<file path="src/rtl/tft_pkg.sv">
// Shared TFT constants: command opcodes, arbiter state encoding, client slot indices.
// No logic here; imported by the arbiter and its round-robin picker.
package tft_pkg;

  localparam logic [7:0] CASET = 8'h2A;
  localparam logic [7:0] PASET = 8'h2B;
  localparam logic [7:0] RAMWR = 8'h2C;

  localparam int CLI_INIT   = 0;
  localparam int CLI_MAZE   = 1;
  localparam int CLI_PLAYER = 2;

  typedef enum logic [1:0] {
    ST_IDLE  = 2'd0,
    ST_GRANT = 2'd1,
    ST_DRAIN = 2'd2
  } arb_state_t;

endpackage

</file>
<file path="src/rtl/rr_pick.sv">
// Combinational round-robin picker: client 0 first when PRIO0, else first requester after owner.
// Zero latency, no backpressure; win_vld is low when nobody requests.
module rr_pick
  import tft_pkg::*;
#(
  parameter int N     = 3,
  parameter int PRIO0 = 1,
  parameter int IW    = $clog2(N)
) (
  input  logic [N-1:0]  req,
  input  logic [IW-1:0] owner,
  output logic [N-1:0]  win,
  output logic [IW-1:0] win_idx,
  output logic          win_vld
);

  logic          found;
  logic [IW-1:0] cand;

  always_comb begin
    win     = '0;
    win_idx = '0;
    found   = 1'b0;
    cand    = '0;
    if (PRIO0 != 0 && req[0]) begin
      win[0] = 1'b1;
      found  = 1'b1;
    end
    // Scan owner+1 .. owner+N so the previous grantee is considered last.
    for (int k = 1; k <= N; k++) begin
      cand = IW'((int'(owner) + k) % N);
      if (!found && req[cand]) begin
        found     = 1'b1;
        win[cand] = 1'b1;
        win_idx   = cand;
      end
    end
    win_vld = found;
  end

endmodule

</file>
<file path="src/rtl/tft_arbiter.sv">
// Shares the TFT byte link among clients for whole transactions; grant 1 cycle after req.
// Strobes forward combinationally; c_busy holds off every non-owner and the owner while a byte is in flight.
module tft_arbiter
  import tft_pkg::*;
#(
  parameter int  N_CLIENTS = 3,
  parameter int  PRIO0     = 1,
  localparam int IW        = $clog2(N_CLIENTS)
) (
  input  logic                   clk,
  input  logic                   rst,
  input  logic [N_CLIENTS-1:0]   req,
  output logic [N_CLIENTS-1:0]   grant,
  input  logic [N_CLIENTS-1:0]   c_transmit,
  input  logic [N_CLIENTS-1:0]   c_dc,
  input  logic [8*N_CLIENTS-1:0] c_data,
  output logic [N_CLIENTS-1:0]   c_busy,
  output logic                   tft_transmit,
  output logic                   tft_dc,
  output logic [7:0]             tft_data,
  input  logic                   tft_busy,
  output logic [IW-1:0]          owner
);

  arb_state_t           state, state_d;
  logic [N_CLIENTS-1:0] grant_d;
  logic [IW-1:0]        owner_d;
  logic                 inflight;

  logic [N_CLIENTS-1:0] pick_win;
  logic [IW-1:0]        pick_idx;
  logic                 pick_vld;

  rr_pick #(
    .N     (N_CLIENTS),
    .PRIO0 (PRIO0),
    .IW    (IW)
  ) u_pick (
    .req     (req),
    .owner   (owner),
    .win     (pick_win),
    .win_idx (pick_idx),
    .win_vld (pick_vld)
  );

  always_ff @(posedge clk) begin
    if (rst) begin
      state    <= ST_IDLE;
      grant    <= '0;
      owner    <= IW'(N_CLIENTS - 1);
      inflight <= 1'b0;
    end else begin
      state    <= state_d;
      grant    <= grant_d;
      owner    <= owner_d;
      inflight <= tft_transmit;
    end
  end

  always_comb begin
    state_d = state;
    grant_d = grant;
    owner_d = owner;
    case (state)
      ST_IDLE: begin
        if (pick_vld) begin
          state_d = ST_GRANT;
          grant_d = pick_win;
          owner_d = pick_idx;
        end
      end
      ST_GRANT: begin
        if ((req & grant) == '0) state_d = ST_DRAIN;
      end
      ST_DRAIN: begin
        // inflight covers the cycle before the driver raises tft_busy for the last byte.
        if (!tft_busy && !inflight) begin
          state_d = ST_IDLE;
          grant_d = '0;
        end
      end
      default: begin
        state_d = ST_IDLE;
        grant_d = '0;
      end
    endcase
  end

  always_comb begin
    tft_transmit = 1'b0;
    tft_dc       = 1'b0;
    tft_data     = '0;
    for (int i = 0; i < N_CLIENTS; i++) begin
      if (grant[i]) begin
        tft_transmit = tft_transmit | c_transmit[i];
        tft_dc       = tft_dc | c_dc[i];
        tft_data     = tft_data | c_data[8*i +: 8];
      end
    end
  end

  assign c_busy = ~grant | {N_CLIENTS{tft_busy | inflight}};

endmodule

</file>
<file path="config.mk">
export PLATFORM = sky130hd
export DESIGN_NAME = tft_arbiter
export DESIGN_NICKNAME = d
export VERILOG_FILES = /design/src/rtl/tft_pkg.sv /design/src/rtl/rr_pick.sv /design/src/rtl/tft_arbiter.sv
export SDC_FILE = /design/constraint.sdc
export NUM_CORES = 1
export LEC_CHECK = 0
export BUFFER_PORTS_ARGS = -buffer_cell sky130_fd_sc_hd__buf_4
export CORE_MARGIN = 2
export CORE_UTILIZATION = 33
export CTS_CLUSTER_DIAMETER = 100
export CTS_CLUSTER_SIZE = 30
export DETAILED_ROUTE_END_ITERATION = 10
export MAX_ROUTING_LAYER = met4
export PLACE_DENSITY = 0.68
export SYNTH_ARGS = -nofsm -noshare
export SYNTH_HDL_FRONTEND = slang
export SYNTH_HIERARCHICAL = 1
export SYNTH_SLANG_ARGS = --single-unit
</file>
<file path="constraint.sdc">
create_clock -name clk -period 1.8 [get_ports clk]
set_input_delay 0 -clock clk [delete_from_list [all_inputs] [get_ports clk]]
set_output_delay 0 -clock clk [all_outputs]
set_load 0.005 [all_outputs]
</file>
==> flow_metrics.env <==
export IMPL_vias=1090
export IMPL_p_per_area_nw_per_um2=1100
export IMPL_area_growth_pct=80.6
export IMPL_die_w_um=53.8
export IMPL_drive_above_1_share_pct=53.2
export IMPL_violations="negative setup slack"
export IMPL_synth_top_area_share_pct=19.5
export IMPL_endpoint_kind="register"
export IMPL_clk_pin_slew_ns=0.07
export IMPL_place_ws_ns=-0.141
export IMPL_synth_edff_count=0
export IMPL_synthArstFlopShare_pct=0
export IMPL_outcome="finished, violations left"
export IMPL_synthDistinctLibCells=34
export IMPL_num_rows=18
export IMPL_setup_violations=5
export IMPL_drtAntennaViolNets=0
export IMPL_period_minus_slack_ns=1.88
export IMPL_syn_num_nets=143
export IMPL_tightest_slew_ns=0.511
export IMPL_synth_cells=103
export IMPL_die_area_um2=2900
export IMPL_post_drt_via_cell_ratio=5.37
export IMPL_hold_end="inflight"
export IMPL_r2r_end="owner[1]"
export IMPL_die_h_um=53.8
export IMPL_drtIter0Drc=59
export IMPL_clock_path_buffers=2
export IMPL_cts_tree="yes"
export IMPL_cp_slowest_cell="dfxtp_4"
export IMPL_hold_path_class="in2reg"
export IMPL_crit_fanout=4
export IMPL_detail_route_wl_per_cell_um=13.7
export IMPL_ir_worst_vdd_uv=669
export IMPL_cap_violations=0
export IMPL_slew_viol_final=0
export IMPL_ys_top_cells_by_count="15 x inv_1, 10 x a222oi_1, 10 x nand2_1"
export IMPL_gp_congestion=0.985
export IMPL_track_usage_pct=18.9
export IMPL_r2r_slack_ns=-0.08
export IMPL_clock_sinks=8
export IMPL_drc=0
export IMPL_slowest_delay_ns=0.36
export IMPL_finClkSkew_ns=0.00570
export IMPL_ys_ff_latch=8
export IMPL_clkLatencyLatePin_ns=0.27
export IMPL_final_setup_worst_slack_ns=-0.0820
export IMPL_worst_r2r_path_depth=8
export IMPL_synth_top_area_cell="dfxtp_1"
export IMPL_rsz0062_at_grt="yes"
export IMPL_maxSlewHeadroom_pct=65.9
export IMPL_routed_wl_mm=2.79
export IMPL_core_area_um2=2410
export IMPL_io_pins=54
export IMPL_drtPass1Iterations=5
export IMPL_reg2reg_from="owner[1]"
export IMPL_overflow=0
export IMPL_netlist_area_um2=820
export IMPL_grt_max_degree=15
export IMPL_utilization_pct=61.4
export IMPL_cts_buffers=3
export IMPL_leakage_nw=0.739
export IMPL_synth_area_per_cell_um2=7.96
export IMPL_fmax_mhz=531
export IMPL_crit_path_start_kind="register"
export IMPL_power_total_mw=1.63
export IMPL_critPathKind="reg2reg"
export IMPL_root_buffer="clkbuf_4"
export IMPL_synth_area_leaders="dfxtp_1 20%, a222oi_1 12%, inv_1 6.9%, ha_1 6.1%, mux2i_1 6.1%"
export IMPL_port_buffers=53
export IMPL_grt_pass1_wl_mm=3.82
export IMPL_antenna_found_initial=0
export IMPL_timing_hold_violations_final=0
export IMPL_diodes=0
export IMPL_timing_final_crit_share_pct=105
export IMPL_whs_path_depth=3
export IMPL_arrival_ns=2.03
export IMPL_crit_chain="buf_6, ha_4, nor2_4, and3_4, a31oi_4, or2_4, nor3b_4, a211o_1"
export IMPL_dpl_hpwl_mm=2.10
export IMPL_worstPathRequired_ns=1.95
export IMPL_ys_warn_count=6
export IMPL_grt_pass1_vias=905
export IMPL_ys_flop_type="dfxtp_1"
export IMPL_yosysMostFrequentCell="inv_1"
export IMPL_cts_htree_levels=1
export IMPL_initial_core_util_pct=34.0
export IMPL_hold_path_startpoint="c_transmit[2]"
export IMPL_nNetsFinal=215
export IMPL_yosysSeqAreaShare_pct=19.5
export IMPL_hold_ws_ns=0.00795
metrics by stage:
step / instance area [µm²] / std cells / setup TNS, ns
finish: 1480 / 203 / -0.263
global route: 1480 / 203 / -0.693
CTS: 1460 / 202 / -0.403
detailed placement: 1370 / 196 / -0.565
global placement: 1370 / 196 / -0.239
floorplan: 852 / 103 / -0.365
timing repair:
item,4_1_cts,5_1_grt
buffers inserted,1,1
endpoints found under the hold margin,3,0
setup endpoints to repair,5,5
resized for setup,10,3
hold buffers,2,0
gates cloned,0,0
pin swaps,3,1
power breakdown:
group          internal, mW  total [mW]  switching (mW)  leakage, nW
combinational         0.664        1.12           0.453        0.658
clock                0.0772       0.153          0.0753       0.0138
sequential            0.233       0.359           0.125       0.0666
critical path, delay by kind of cell, from the launching register on:
| kind | cells | cell delay (ns) |
|---|---|---|
| compound gates | 2 | 0.34 |
| flops | 1 | 0.36 |
| buf+inv | 1 | 0.12 |
| fa+ha+maj | 1 | 0.24 |
| simple gates | 4 | 0.70 |
per-layer routing:
| metal | global-route usage, % | vias up | share of wire [%] |
|---|---|---|---|
| li1 | - | 528 | - |
| met1 | 20.2 | 492 | 41 |
| met4 | 8.97 | 0 | 2.0 |
| met3 | 5.56 | 6 | 14 |
| met5 | - | - | 0 |
| met2 | 31.9 | 64 | 43 |
worst max-delay path by stage:
stage | start | endpoint | slack [ns] | cells after the start
after global routing | owner[1] | owner[1] | -0.17 | 9
final | owner[1] | owner[1] | -0.08 | 8
after global placement | owner[1] | owner[1] | -0.08 | 9
after CTS | owner[1] | owner[1] | -0.11 | 9
after detailed placement | owner[1] | owner[1] | -0.14 | 9
after floorplan | owner[0] | owner[1] | -0.11 | 10
layout make-up:
class | count | area, µm²
clock buffer | 3 | 22.5
timing repair buffer | 72 | 549
tap | 30 | 37.5
inverter | 15 | 56.3
sequential | 8 | 168
multi-input combinational | 75 | 647
fill | 215 | 930
layout by cell type, fill, tap and decap left out, types with 2 or more instances in the layout:
cell type	instances
inv_2	2
ha_2	2
o2111ai_1	2
dlygate4sd3_1	2
a21oi_1	2
dfxtp_4	2
buf_4	69
nand3_1	2
a222oi_1	10
mux2i_1	5
nand2_1	10
nor2_1	6
inv_1	13
nand2b_1	4
o31ai_1	2
nor2b_1	2
clkbuf_4	3
dfxtp_1	6
o21ai_0	4
nand3b_1	3
ha_4	2
kinds of logic (layout without fill, tap and decap cells):
group,after synthesis,after routing,share of synthesized area (%)
buffers and inverters,20,90,10.1
multiplexers,5,5,6.11
AO/OA/AOI/OAI,31,31,34.2
flip-flops,8,8,19.5
AND/OR/NAND/NOR,35,35,24.0
adder cells (fa/ha/maj),4,4,6.11
flip-flops by register name (all words and copies together) (netlist names):
register and flops:
inflight 1, state 2, owner 2, grant 3
Power figures use the tool's default switching activity.
